### config.mk
export PLATFORM = sky130hd
export DESIGN_NAME = reg_initiator_flat
export DESIGN_NICKNAME = d
export VERILOG_FILES = /design/src/rtl/reg_initiator_if.sv /design/src/rtl/reg_initiator.sv /design/src/flat_wrapper.sv
export SDC_FILE = /design/constraint.sdc
export NUM_CORES = 1
export LEC_CHECK = 0
export ABC_AREA = 1
export BUFFER_PORTS_ARGS = -buffer_cell sky130_fd_sc_hd__clkbuf_2
export CAP_MARGIN = 20
export CORE_MARGIN = 2
export CORE_UTILIZATION = 30
export DETAILED_ROUTE_END_ITERATION = 16
export SLEW_MARGIN = 20
export SYNTH_ARGS = -nofsm -noshare
export SYNTH_HDL_FRONTEND = slang
export SYNTH_SLANG_ARGS = --single-unit
### constraint.sdc
create_clock -name clk -period 3.14 [get_ports clk]
set_clock_uncertainty 0.15 [all_clocks]
set_input_delay 0.628 -clock clk [delete_from_list [all_inputs] [get_ports clk]]
set_output_delay 0.628 -clock clk [all_outputs]
set_load 0.01 [all_outputs]
### src/rtl/reg_initiator_if.sv
// Command, response and register-file request signals shared by the bus initiator
// and whatever drives it (CPU/config side) and answers it (register file side).
interface reg_initiator_if #(
    parameter int ADDR_W = 32,
    parameter int DATA_W = 32,
    parameter int ERR_W  = 8
);
    logic              cmd_valid;
    logic              cmd_ready;
    logic              cmd_wr;
    logic [ADDR_W-1:0] cmd_addr;
    logic [DATA_W-1:0] cmd_wr_data;

    logic              rsp_valid;
    logic              rsp_ready;
    logic [DATA_W-1:0] rsp_rd_data;
    logic [ERR_W-1:0]  rsp_err;
    logic              rsp_timeout;

    logic              o_req;
    logic              o_wr;
    logic [ADDR_W-1:0] o_addr;
    logic [DATA_W-1:0] o_wr_data;
    logic [DATA_W-1:0] i_rd_data;
    logic              i_ack;
    logic              i_credit;
    logic [ERR_W-1:0]  i_err;

    modport master (
        input  cmd_valid, cmd_wr, cmd_addr, cmd_wr_data, rsp_ready,
        input  i_rd_data, i_ack, i_credit, i_err,
        output cmd_ready, rsp_valid, rsp_rd_data, rsp_err, rsp_timeout,
        output o_req, o_wr, o_addr, o_wr_data
    );

    modport slave (
        output cmd_valid, cmd_wr, cmd_addr, cmd_wr_data, rsp_ready,
        output i_rd_data, i_ack, i_credit, i_err,
        input  cmd_ready, rsp_valid, rsp_rd_data, rsp_err, rsp_timeout,
        input  o_req, o_wr, o_addr, o_wr_data
    );
endinterface

### src/rtl/reg_initiator.sv
// Credit-gated, single-outstanding register-file initiator with ack timeout.
// Every output is a flop; the _d values are computed from the current state.
module reg_initiator #(
    parameter int ADDR_W  = 32,
    parameter int DATA_W  = 32,
    parameter int ERR_W   = 8,
    parameter int CREDITS = 4,
    parameter int TIMEOUT = 16,
    localparam int CW     = $clog2(CREDITS + 1)
) (
    input  logic          clk,
    input  logic          rst,
    reg_initiator_if.master bus,
    output logic [CW-1:0] credits,
    output logic          stray_ack
);
    typedef enum logic [1:0] {IDLE, ISSUE, WAIT, RESP} state_t;

    localparam logic [7:0]    TMO_LAST  = 8'(TIMEOUT - 1);
    localparam logic [CW-1:0] CRED_MAX  = CW'(CREDITS);

    state_t            state_q, state_d;
    logic [7:0]        timer_q, timer_d, timer_inc;
    logic [CW-1:0]     credits_q, credits_d;
    logic              cmd_ready_q, cmd_ready_d;
    logic              rsp_valid_q, rsp_valid_d;
    logic [DATA_W-1:0] rsp_rd_data_q, rsp_rd_data_d;
    logic [ERR_W-1:0]  rsp_err_q, rsp_err_d;
    logic              rsp_timeout_q, rsp_timeout_d;
    logic              o_req_q, o_req_d;
    logic              o_wr_q, o_wr_d;
    logic [ADDR_W-1:0] o_addr_q, o_addr_d;
    logic [DATA_W-1:0] o_wr_data_q, o_wr_data_d;
    logic              stray_ack_q, stray_ack_d;
    logic              accept;

    assign accept    = (state_q == IDLE) && bus.cmd_valid && cmd_ready_q;
    assign timer_inc = timer_q + 8'd1;

    always_ff @(posedge clk) begin
        if (rst) begin
            state_q       <= IDLE;
            timer_q       <= '0;
            credits_q     <= CRED_MAX;
            cmd_ready_q   <= 1'b0;
            rsp_valid_q   <= 1'b0;
            rsp_rd_data_q <= '0;
            rsp_err_q     <= '0;
            rsp_timeout_q <= 1'b0;
            o_req_q       <= 1'b0;
            o_wr_q        <= 1'b0;
            o_addr_q      <= '0;
            o_wr_data_q   <= '0;
            stray_ack_q   <= 1'b0;
        end else begin
            state_q       <= state_d;
            timer_q       <= timer_d;
            credits_q     <= credits_d;
            cmd_ready_q   <= cmd_ready_d;
            rsp_valid_q   <= rsp_valid_d;
            rsp_rd_data_q <= rsp_rd_data_d;
            rsp_err_q     <= rsp_err_d;
            rsp_timeout_q <= rsp_timeout_d;
            o_req_q       <= o_req_d;
            o_wr_q        <= o_wr_d;
            o_addr_q      <= o_addr_d;
            o_wr_data_q   <= o_wr_data_d;
            stray_ack_q   <= stray_ack_d;
        end
    end

    // An ack on the final timeout cycle still counts as a normal completion.
    always_comb begin
        state_d = state_q;
        unique case (state_q)
            IDLE:  if (accept) state_d = ISSUE;
            ISSUE: state_d = bus.i_ack ? RESP : WAIT;
            WAIT:  if (bus.i_ack || timer_inc == TMO_LAST) state_d = RESP;
            RESP:  if (bus.rsp_ready) state_d = IDLE;
            default: state_d = IDLE;
        endcase
    end

    always_comb begin
        timer_d       = timer_q;
        rsp_valid_d   = rsp_valid_q;
        rsp_rd_data_d = rsp_rd_data_q;
        rsp_err_d     = rsp_err_q;
        rsp_timeout_d = rsp_timeout_q;
        o_req_d       = 1'b0;
        o_wr_d        = o_wr_q;
        o_addr_d      = o_addr_q;
        o_wr_data_d   = o_wr_data_q;
        stray_ack_d   = bus.i_ack && (state_q == IDLE || state_q == RESP);

        unique case (state_q)
            IDLE: begin
                if (accept) begin
                    o_req_d     = 1'b1;
                    o_wr_d      = bus.cmd_wr;
                    o_addr_d    = bus.cmd_addr;
                    o_wr_data_d = bus.cmd_wr_data;
                end
            end
            ISSUE, WAIT: begin
                timer_d = (state_q == ISSUE) ? 8'd0 : timer_inc;
                if (bus.i_ack) begin
                    rsp_valid_d   = 1'b1;
                    rsp_rd_data_d = o_wr_q ? '0 : bus.i_rd_data;
                    rsp_err_d     = bus.i_err;
                    rsp_timeout_d = 1'b0;
                end else if (state_q == WAIT && timer_inc == TMO_LAST) begin
                    rsp_valid_d   = 1'b1;
                    rsp_rd_data_d = '0;
                    rsp_err_d     = '0;
                    rsp_timeout_d = 1'b1;
                end
            end
            RESP: if (bus.rsp_ready) rsp_valid_d = 1'b0;
            default: ;
        endcase

        // Returns beyond the grant are dropped; issue plus return nets to zero.
        credits_d = credits_q;
        if (accept && !bus.i_credit)
            credits_d = credits_q - CW'(1);
        else if (!accept && bus.i_credit && credits_q != CRED_MAX)
            credits_d = credits_q + CW'(1);

        cmd_ready_d = (state_d == IDLE) && (credits_d != '0);
    end

    assign bus.cmd_ready   = cmd_ready_q;
    assign bus.rsp_valid   = rsp_valid_q;
    assign bus.rsp_rd_data = rsp_rd_data_q;
    assign bus.rsp_err     = rsp_err_q;
    assign bus.rsp_timeout = rsp_timeout_q;
    assign bus.o_req       = o_req_q;
    assign bus.o_wr        = o_wr_q;
    assign bus.o_addr      = o_addr_q;
    assign bus.o_wr_data   = o_wr_data_q;
    assign credits         = credits_q;
    assign stray_ack       = stray_ack_q;
endmodule

### src/flat_wrapper.sv
// flat-port wrapper written by rule: the top's interface ports become plain ports
module reg_initiator_flat 
#(
    parameter int ADDR_W  = 32,
    parameter int DATA_W  = 32,
    parameter int ERR_W   = 8,
    parameter int CREDITS = 4,
    parameter int TIMEOUT = 16,
    localparam int CW     = $clog2(CREDITS + 1)
)
  (clk, rst, credits, stray_ack, bus_cmd_valid, bus_cmd_wr, bus_cmd_addr, bus_cmd_wr_data, bus_rsp_ready, bus_i_rd_data, bus_i_ack, bus_i_credit, bus_i_err, bus_cmd_ready, bus_rsp_valid, bus_rsp_rd_data, bus_rsp_err, bus_rsp_timeout, bus_o_req, bus_o_wr, bus_o_addr, bus_o_wr_data);
  reg_initiator_if #(.ADDR_W(ADDR_W), .DATA_W(DATA_W), .ERR_W(ERR_W)) bus_i ();
  input  logic clk;
  input  logic rst;
  output logic [CW-1:0] credits;
  output logic stray_ack;
  input wire logic [$bits(bus_i.cmd_valid)-1:0] bus_cmd_valid;
  input wire logic [$bits(bus_i.cmd_wr)-1:0] bus_cmd_wr;
  input wire logic [$bits(bus_i.cmd_addr)-1:0] bus_cmd_addr;
  input wire logic [$bits(bus_i.cmd_wr_data)-1:0] bus_cmd_wr_data;
  input wire logic [$bits(bus_i.rsp_ready)-1:0] bus_rsp_ready;
  input wire logic [$bits(bus_i.i_rd_data)-1:0] bus_i_rd_data;
  input wire logic [$bits(bus_i.i_ack)-1:0] bus_i_ack;
  input wire logic [$bits(bus_i.i_credit)-1:0] bus_i_credit;
  input wire logic [$bits(bus_i.i_err)-1:0] bus_i_err;
  output wire logic [$bits(bus_i.cmd_ready)-1:0] bus_cmd_ready;
  output wire logic [$bits(bus_i.rsp_valid)-1:0] bus_rsp_valid;
  output wire logic [$bits(bus_i.rsp_rd_data)-1:0] bus_rsp_rd_data;
  output wire logic [$bits(bus_i.rsp_err)-1:0] bus_rsp_err;
  output wire logic [$bits(bus_i.rsp_timeout)-1:0] bus_rsp_timeout;
  output wire logic [$bits(bus_i.o_req)-1:0] bus_o_req;
  output wire logic [$bits(bus_i.o_wr)-1:0] bus_o_wr;
  output wire logic [$bits(bus_i.o_addr)-1:0] bus_o_addr;
  output wire logic [$bits(bus_i.o_wr_data)-1:0] bus_o_wr_data;
  assign bus_i.cmd_valid = bus_cmd_valid;
  assign bus_i.cmd_wr = bus_cmd_wr;
  assign bus_i.cmd_addr = bus_cmd_addr;
  assign bus_i.cmd_wr_data = bus_cmd_wr_data;
  assign bus_i.rsp_ready = bus_rsp_ready;
  assign bus_i.i_rd_data = bus_i_rd_data;
  assign bus_i.i_ack = bus_i_ack;
  assign bus_i.i_credit = bus_i_credit;
  assign bus_i.i_err = bus_i_err;
  assign bus_cmd_ready = bus_i.cmd_ready;
  assign bus_rsp_valid = bus_i.rsp_valid;
  assign bus_rsp_rd_data = bus_i.rsp_rd_data;
  assign bus_rsp_err = bus_i.rsp_err;
  assign bus_rsp_timeout = bus_i.rsp_timeout;
  assign bus_o_req = bus_i.o_req;
  assign bus_o_wr = bus_i.o_wr;
  assign bus_o_addr = bus_i.o_addr;
  assign bus_o_wr_data = bus_i.o_wr_data;
  reg_initiator #(.ADDR_W(ADDR_W), .DATA_W(DATA_W), .ERR_W(ERR_W), .CREDITS(CREDITS), .TIMEOUT(TIMEOUT)) u_core (.clk(clk), .rst(rst), .bus(bus_i), .credits(credits), .stray_ack(stray_ack));
endmodule
==> results of run 1 <==
==> through the flow <==
stage / area [µm²] / utilization, % / cells / power, mW / hold slack, ns
after CTS: 6820 / 41.4 / 1134 / 5.32 / 0.265
after global placement: 6270 / 38.1 / 1102 / 3.46 / 0.298
after floorplan: 5010 / - / 690 / 2.93 / 0.303
after global routing: 6820 / 41.4 / 1134 / 5.59 / 0.274
after detailed placement: 6270 / 38.1 / 1102 / 3.46 / 0.304
final: 6820 / 41.4 / 1134 / 5.23 / 0.284
==> power by group <==
part	total, mW	internal [mW]	leakage, nW	switching, mW
combinational	1.39	0.517	2.06	0.872
sequential	2.03	1.86	1.00	0.169
clock	1.82	1.04	0.262	0.773
==> state kept, by name, summed over array words and instances (netlist names) <==
register and flops:
u_core.stray_ack 1, u_core.bus.rsp_timeout 1, u_core.credits 3, u_core.bus.o_wr 1, u_core.timer_q 8, u_core.bus.cmd_ready 1
u_core.bus.o_wr_data 32, u_core.bus.rsp_rd_data 32, u_core.bus.o_req 1, u_core.bus.o_addr 32, u_core.bus.rsp_valid 1, u_core.state_q 2
u_core.bus.rsp_err 8
==> worst paths after layout <==
path | start | slack, ns | depth (start not counted) | end
setup / recovery | u_core.state_q[0] | 0.92 | 11 | u_core.bus.cmd_ready
hold / removal | bus_cmd_wr_data[14] | 0.28 | 3 | u_core.bus.o_wr_data[14]
setup reg to reg | u_core.state_q[0] | 0.92 | 11 | u_core.bus.cmd_ready
hold reg to reg | u_core.bus.o_addr[5] | 0.31 | 2 | u_core.bus.o_addr[5]
==> cells in the mapped netlist <==
master / instances / share of area [%]
o21bai_1: 1 / 0.15
dfxtp_1: 123 / 49
a21oi_1: 82 / 8.2
xor2_1: 2 / 0.35
inv_1: 54 / 4.0
clkbuf_1: 25 / 1.9
ha_1: 10 / 2.5
nand4_2: 2 / 0.50
a21oi_2: 1 / 0.17
a31oi_1: 2 / 0.25
nand3b_1: 1 / 0.15
inv_2: 2 / 0.15
nand2_4: 2 / 0.45
buf_6: 7 / 1.6
nor2_1: 117 / 8.8
nand2_2: 5 / 0.62
clkinv_1: 1 / 0.075
a2bb2oi_1: 1 / 0.17
buf_1: 5 / 0.37
nor2_4: 1 / 0.22
o21ai_1: 13 / 1.3
xnor2_1: 1 / 0.17
nand3_1: 12 / 1.2
o21ai_0: 27 / 2.7
nor2_2: 2 / 0.25
nor3_2: 2 / 0.40
nand2_1: 188 / 14
nor3_1: 1 / 0.10
==> tightest hold or removal path: cells and delay by family <==
| kind | cells | cell delay [ns] |
|---|---|---|
| and+or+nand+nor | 1 | 0.05 |
| buffers and inverters | 1 | 0.08 |
| AOI/OAI and AO/OA | 1 | 0.05 |
==> cell families after synthesis <==
group | after synthesis
AO/OA/AOI/OAI | 127
buffers and inverters | 94
XOR/XNOR | 3
adder cells (fa/ha/maj) | 10
AND/OR/NAND/NOR | 333
flip-flops | 123
==> routing by layer <==
layer  global-route usage, %  wire length [µm]  vias up
li1                        -                 -     2588
met1                    20.1              6260     2107
met2                    24.9              6060      202
met3                    6.47              1400       12
met4                    4.55               155        0
met5                       0                 0        -
==> layout make-up <==
cell class / count / area, µm²
Multi-Input combinational cell: 473 / 2140
Sequential cell: 123 / 2460
Clock buffer: 18 / 439
Tap cell: 220 / 275
Timing Repair Buffer: 229 / 1170
Fill cell: 1744 / 9640
Inverter: 57 / 214
Clock inverter: 14 / 113
==> results.toml, run 1 <==
[timing]
slew_headroom_pct = 34.8
finalSetupViolations = 0
hold_viol_final = 0
setup_tns_ns = 0
clock.fmax_mhz = 450
layout_min_cycle_time_ns = 2.22
drv_slew = 0
worst_slack_ns = 0.919
rsz0062_at_grt = "false"
worst_pin_slew_ns = 0.978
fin_crit_sh_pct = 70.7

[critical_path]
crit_path_start_kind = "register"
cp_common_cell = "nand3_1"
max_stage_delay_ns = 0.36
cp_slowest_cell = "dfxtp_1"
crit_fanout = 26
path_cells = "inv_1 -> ha_1 -> nand3_2 -> buf_4 -> nand3_1 -> nand2_1 -> o21ai_0 -> o21ai_0 -> nand3_1 -> nand3_1 -> nor2_1"
cp.required_ns = 3.25
critPathBufInv = 2
worstSetupPathType = "reg2reg"
crit_arrival_ns = 2.33
crit_family = "simple AND/OR/NAND/NOR gates"
critPathCaptureType = "register"

[power]
powerDensity_nw_per_um2 = 767
peakVddDrop_mv = 0.355
leakage_nw = 3.32

[outcome]
status = "complete, no violations"

[logic_synthesis]
syn_inst = 690
synth-simple-area-share_pct = 26.8
ys_types = 28
syn_nets = 811
avgSynthCellArea_um2 = 7.26
synth_top_family_by_area = "simple AND/OR/NAND/NOR gates"
synth_compound_area_share_pct = 12.9
synth_fa_ha_area_share_pct = 2.50
ys_seq_elements = 123
ys_seq_area_share_pct = 49.2
netlist_area_um2 = 5010
synth_xor_area_share_pct = 0.525
synth_mux_area_share_pct = 0
ys_warn_count = 0

[final_layout]
drive_gt1_share_pct = 30.5
most-common-layout-cells = "222 x clkbuf_2, 188 x nand2_1, 123 x dfxtp_1"
antenna_cells = 0
areaGrowthSynthToFinish_pct = 36.2
final_common_cell = "clkbuf_2"
nets = 1022

[floorplanning]
io-pin-count = 224
die_w_um = 133
start_util_pct = 30.4
row_count = 47
core_um2 = 16500
fp.dieH_um = 133
die_area_um2 = 17700

[cts]
clk_latency_ns = 0.41
cts_resized = 0
clkSinkCount = 123
postCtsHoldBufs = 0
cts-root-buf = "clkbuf_16"
clock_path_buffers = 2
cts_buffers = 17
path_clk_slew_ns = 0.07
postCtsSetupBuffers = 0
htree_levels = 4
cts_tree = "built"

[route]
dr.first_iter.drc_count = 168
drcViolationCount = 0
finalWirelength_um = 13900
wl_per_cell_um = 12.2
vias = 4909
firstDrtPassIters = 5
ant_nets = 0
vias_per_cell = 4.33

[placed_design]
gp_congestion = 0.784
pre_cts_ws_ns = 0.903
dpl.hpwl_um = 9700
port_buffers = 223

[min_path]
min_path_type = "in2reg"

[global_route]
grt_use_total_pct = 15.8
grt_pass1_vias = 4695
grt_pass1_wl_um = 22700
antenna_found_initial = 0
gr-total-overflow = 0
grt_max_degree = 89

[job]
cap_violations = 0
Note: power is estimated with default switching activity, not from simulation.
==> run 2: changes to the inputs <==
Settings changed: ABC_AREA 1 to 0.
Clock period 3.14 ns to 1.9 ns, I/O delays scaled along.
==> results.toml, run 2 <==
[timing]
worst_slack_ns = -0.0344
fin_crit_sh_pct = 102
setup_tns_ns = -0.0360
layout_min_cycle_time_ns = 1.93
hold_viol_final = 0
finalSetupViolations = 2
drv_slew = 0
clock.fmax_mhz = 517
worst_pin_slew_ns = 0.327
slew_headroom_pct = 78.0
rsz0062_at_grt = "true"

[cts]
clk_latency_ns = 0.40
htree_levels = 4
postCtsHoldBufs = 0
clock_path_buffers = 2
cts-root-buf = "clkbuf_16"
path_clk_slew_ns = 0.06
clkSinkCount = 123
cts_buffers = 17
cts_tree = "built"

[critical_path]
cp_slowest_cell = "dfxtp_4"
critPathCaptureType = "register"
crit_fanout = 7
path_cells = "buf_6 -> and4b_1 -> a211o_1 -> o211ai_4 -> nand2b_4 -> clkbuf_16 -> a311oi_2"
cp.required_ns = 2.05
crit_path_start_kind = "register"
reg2regPathDepth = 7
r2r_end = "u_core.bus.rsp_rd_data[17]"
worstSetupPathType = "reg2reg"
ff2ff_setup_slack_ns = -0.03
crit_arrival_ns = 2.08
max_stage_delay_ns = 0.35
r2r_start = "u_core.timer_q[0]"

[final_layout]
drive_gt1_share_pct = 41.7
areaGrowthSynthToFinish_pct = 51.2
antenna_cells = 0
layout.cells.non_filler = 1071
most-common-layout-cells = "222 x clkbuf_2, 164 x nand2_1, 117 x dfxtp_1"
nets = 959
final_common_cell = "clkbuf_2"

[logic_synthesis]
ys_types = 45
synth_ff_type = "dfxtp_1"
syn_nets = 727
synth_top_area_cell = "dfxtp_1"
ys_seq_area_share_pct = 49.1
avgSynthCellArea_um2 = 8.28
netlist_area_um2 = 5020
yosysMostFrequentCell = "nand2_1"
synth_top_area_share_pct = 49.1
syn_inst = 606
synth-edff-count = 0
synth_area_leaders = "dfxtp_1 49%, nand2_1 13%, a21oi_1 12%, a311oi_1 5.1%, a311oi_2 3.3%"
ys_warn_count = 0
synthTopCellsByCount = "177 x nand2_1, 123 x dfxtp_1, 116 x a21oi_1"
ys_seq_elements = 123
async_reset_ff_share_pct = 0

[min_path]
min_path_type = "in2reg"
min_path_cells = 3
hp-start = "bus_cmd_addr[2]"
min_to = "u_core.bus.o_addr[2]"

[floorplanning]
core_um2 = 16500
die_w_um = 133
start_util_pct = 30.5
die_area_um2 = 17800
row_count = 47
fp.dieH_um = 133
io-pin-count = 224

[global_route]
grt_pass1_vias = 4674
grt_pass1_wl_um = 23500
grt_max_degree = 51
grt_use_total_pct = 16.3
gr-total-overflow = 0
antenna_found_initial = 0

[route]
firstDrtPassIters = 4
wl_per_cell_um = 14.5
finalWirelength_um = 15500
vias = 5131
drcViolationCount = 0
vias_per_cell = 4.79
ant_nets = 0
dr.first_iter.drc_count = 237

[job]
cap_violations = 0

[placed_design]
dpl.hpwl_um = 10100
port_buffers = 223
dp.cells = 1029
gp_congestion = 0.753

[outcome]
status = "finished, violations left"
violations = "negative setup slack"

[power]
leakage_nw = 3.14
peakVddDrop_mv = 0.668
powerDensity_nw_per_um2 = 1300
p_total_mw = 9.86
-- run 2: changes by cell type in the layout (fill, tap and decap cells not counted), sizes merged, moves of 18 or more --
cell and delta:
nor2 -98, buf +27, inv -52, o21ai -31, nand2 -18, a21oi +33, a311oi +40
-- run 2: cells by family after synthesis --
logic type | count (synthesis) | share of synthesized area [%]
buffers and inverters | 58 | 5.16
DFF | 123 | 49.1
adders and majority gates | 10 | 2.49
muxes | 1 | 0.199
xor gates and xnor gates | 2 | 0.349
and+or+nand+nor | 230 | 18.9
AOI/OAI and AO/OA | 182 | 23.8
-- run 2: power breakdown --
group	switching (mW)	internal (mW)	total [mW]
Sequential	0.224	2.97	3.19
Clock	1.19	2.27	3.46
Combinational	1.83	1.38	3.21
Total	3.24	6.62	9.86
-- run 2: how the worst max path moves through the flow --
stage	from	end	slack, ns
6_report	u_core.timer_q[0]	u_core.bus.rsp_rd_data[17]	-0.03
5_1_grt	u_core.timer_q[0]	u_core.bus.rsp_rd_data[17]	-0.10
4_1_cts	u_core.timer_q[1]	u_core.bus.rsp_err[4]	0.004
3_5_place_dp	u_core.timer_q[1]	u_core.bus.rsp_err[0]	-0.01
3_3_place_gp	u_core.state_q[0]	u_core.bus.cmd_ready	0.03
2_1_floorplan	u_core.state_q[0]	u_core.bus.rsp_rd_data[4]	-0.06
-- run 2: critical path, delay by kind of cell (launching register included) --
family / cells / cell delay (ns)
compound gates: 3 / 0.65
buf+inv: 2 / 0.32
flops: 1 / 0.35
simple gates: 2 / 0.35
-- run 2: per-stage QoR --
step | setup slack, ns | utilization, % | hold slack [ns] | instance area (µm²)
2_1_floorplan | -0.0627 | - | 0.331 | 5150
3_3_place_gp | 0.0299 | 40.1 | 0.291 | 6610
3_5_place_dp | -0.0149 | 40.1 | 0.297 | 6610
4_1_cts | 0.00388 | 43.9 | 0.0199 | 7240
5_1_grt | -0.100 | 46.1 | 0.0243 | 7590
6_report | -0.0344 | 46.1 | 0.0406 | 7590
-- run 2: repair_timing --
action                     CTS  global route
setup buffers                0             3
setup endpoints to repair   22            47
pin swaps                    2            10
gates cloned                 0             8
resized for setup            1            30
-- run 2: layout make-up --
cell class	instances	area, µm²
Multi-Input combinational cell	425	2500
Tap cell	220	275
Timing Repair Buffer	262	1670
Clock inverter	10	164
Inverter	9	33.8
Fill cell	1638	8880
Sequential cell	123	2470
Clock buffer	22	464
-- run 2: routing by layer --
metal,vias up,GRT usage (%),share of wire (%)
met3,16,6.09,9.1
met5,-,0,0
li1,2571,-,-
met1,2336,22.2,45
met2,208,24.1,44
met4,0,4.91,1.3
==> run 3: changes to the inputs <==
==> constraint.sdc (replaced) <==
create_clock -name clk -period 1.7 [get_ports clk]
set_clock_uncertainty 0.15 [all_clocks]
set_input_delay 0.17 -clock clk [delete_from_list [all_inputs] [get_ports clk]]
set_output_delay 0.17 -clock clk [all_outputs]
set_load 0.01 [all_outputs]
==> results.toml, run 3 (synthesis gave the netlist of run 2 again) <==
[outcome]
status = "finished, violations left"
violations = "negative setup slack"

[critical_path]
setup.worst_path.end = "u_core.bus.rsp_rd_data[23]"
critPathCaptureType = "register"
cp_slowest_cell = "dfxtp_4"
crit_path_start_kind = "register"
ff2ff_setup_slack_ns = -0.22
crit_start = "u_core.timer_q[1]"
critPathBufInv = 2
reg2regPathDepth = 7
crit_family = "compound AO/OA/AOI/OAI gates"
cp.depth = 7
crit_fanout = 12
r2r_start = "u_core.timer_q[1]"
cp.required_ns = 1.87
path_cells = "ha_4 -> buf_6 -> a211o_1 -> o211ai_2 -> nand2b_4 -> buf_12 -> a311oi_2"
crit_arrival_ns = 2.09
r2r_end = "u_core.bus.rsp_rd_data[23]"
max_stage_delay_ns = 0.36
worstSetupPathType = "reg2reg"

[route]
dr.first_iter.drc_count = 206
firstDrtPassIters = 4
wl_per_cell_um = 14.5
drcViolationCount = 0
vias = 5713
vias_per_cell = 4.80
ant_nets = 0
finalWirelength_um = 17200

[cts]
cts_tree = "built"
clock_path_buffers = 2
path_clk_slew_ns = 0.06
clk_latency_ns = 0.41
cts-root-buf = "clkbuf_16"
htree_levels = 4
cts_buffers = 17
clkSinkCount = 123

[power]
peakVddDrop_mv = 0.791
powerDensity_nw_per_um2 = 1280
leakage_nw = 3.68
p_total_mw = 11.4

[floorplanning]
row_count = 47
start_util_pct = 30.5
core_um2 = 16500
fp.dieH_um = 133
die_area_um2 = 17800
io-pin-count = 224
die_w_um = 133

[global_route]
grt_use_total_pct = 18.7
grt_pass1_vias = 5595
gr-total-overflow = 0
grt_pass1_wl_um = 27300
antenna_found_initial = 0
grt_max_degree = 65

[final_layout]
drive_gt1_share_pct = 41.6
final_common_cell = "clkbuf_2"
nets = 1077
most-common-layout-cells = "222 x clkbuf_2, 155 x nand2_1, 117 x dfxtp_1"
fillers = 1443
seq_area_um2 = 2470
areaGrowthSynthToFinish_pct = 78.3
multiInputGateArea_um2 = 2720

[placed_design]
port_buffers = 223
gp_congestion = 0.776
dpl.hpwl_um = 10500

[timing]
finalSetupViolations = 43
clock.fmax_mhz = 520
rsz0062_at_grt = "true"
setup_tns_ns = -7.13
fin_crit_sh_pct = 113
hold_slack_ns = 0.0848
worst_pin_slew_ns = 0.329
hold_viol_final = 0
layout_min_cycle_time_ns = 1.92
slew_headroom_pct = 78.1
drv_slew = 0
worst_slack_ns = -0.221

[job]
cap_violations = 0

[min_path]
min_path_type = "in2reg"
[run 3: changes by cell type in the layout (fill, tap and decap cells not counted), moves of 3 or more]
cell / change
a311oi_2: +15
nand2_1: -9
nor3_2: +3
nor3_1: -3
buf_4: +6
dlygate4sd3_1: +107
buf_12: +3
buf_6: +3
a311oi_1: -15
clkbuf_16: -3
nand2_2: +7
[run 3: per-stage QoR]
step           cells  setup slack (ns)  cell area, µm²  util, %
6_report        1190            -0.221            8950     54.4
5_1_grt         1189            -0.268            8950     54.3
4_1_cts         1184            -0.184            8630     52.4
3_5_place_dp    1040            -0.239            6680     40.6
3_3_place_gp    1040            -0.165            6680     40.6
2_1_floorplan    606            -0.263            5160        -
[run 3: area by class of cell]
type	count	share of cell area, %
antenna	1	0.0280
clock buffer	20	4.99
clock inverter	12	1.57
inverter	9	0.377
multi-input combinational	425	30.3
sequential	123	27.7
tap	220	3.08
timing repair buffer	380	32.0
[run 3: layer usage]
layer  part of all wire [%]  wire [µm]  global-route usage, %
met5                      0          0                      0
met4                    2.0        341                   7.09
met3                    7.5       1290                   5.37
met2                     48       8340                   31.3
met1                     42       7260                   22.8
[run 3: worst min path at each step]
stage,slack (ns),from,end,cells past startpoint
floorplan,0.16,bus_cmd_addr[0],u_core.bus.o_addr[0],2
global placement,0.24,bus_cmd_addr[30],u_core.bus.o_addr[30],3
CTS,0.05,bus_i_credit,u_core.credits[1],3
detailed placement,0.25,bus_cmd_addr[25],u_core.bus.o_addr[25],3
finish,0.08,bus_i_credit,u_core.credits[1],3
global route,0.14,bus_i_credit,u_core.credits[1],3
[run 3: where the power goes]
| group | leakage (nW) | switching (mW) | internal (mW) |
|---|---|---|---|
| combinational | 2.40 | 2.30 | 1.95 |
| clock | 0.283 | 1.37 | 2.22 |
| sequential | 1.00 | 0.266 | 3.32 |
[run 3: tightest hold or removal path, cell delays in order]
cell	delay [ns]
clkbuf_2	0.17
a31oi_1	0.17
a21oi_1	0.08
[run 3: what timing repair did]
item / CTS / global route
pin swaps: 8 / 13
gates resized for setup: 41 / 48
hold endpoints to repair: 108 / 0
buffers inserted: 2 / 2
hold buffers: 107 / 0
gates cloned: 3 / 3
endpoints found under the setup margin: 76 / 115
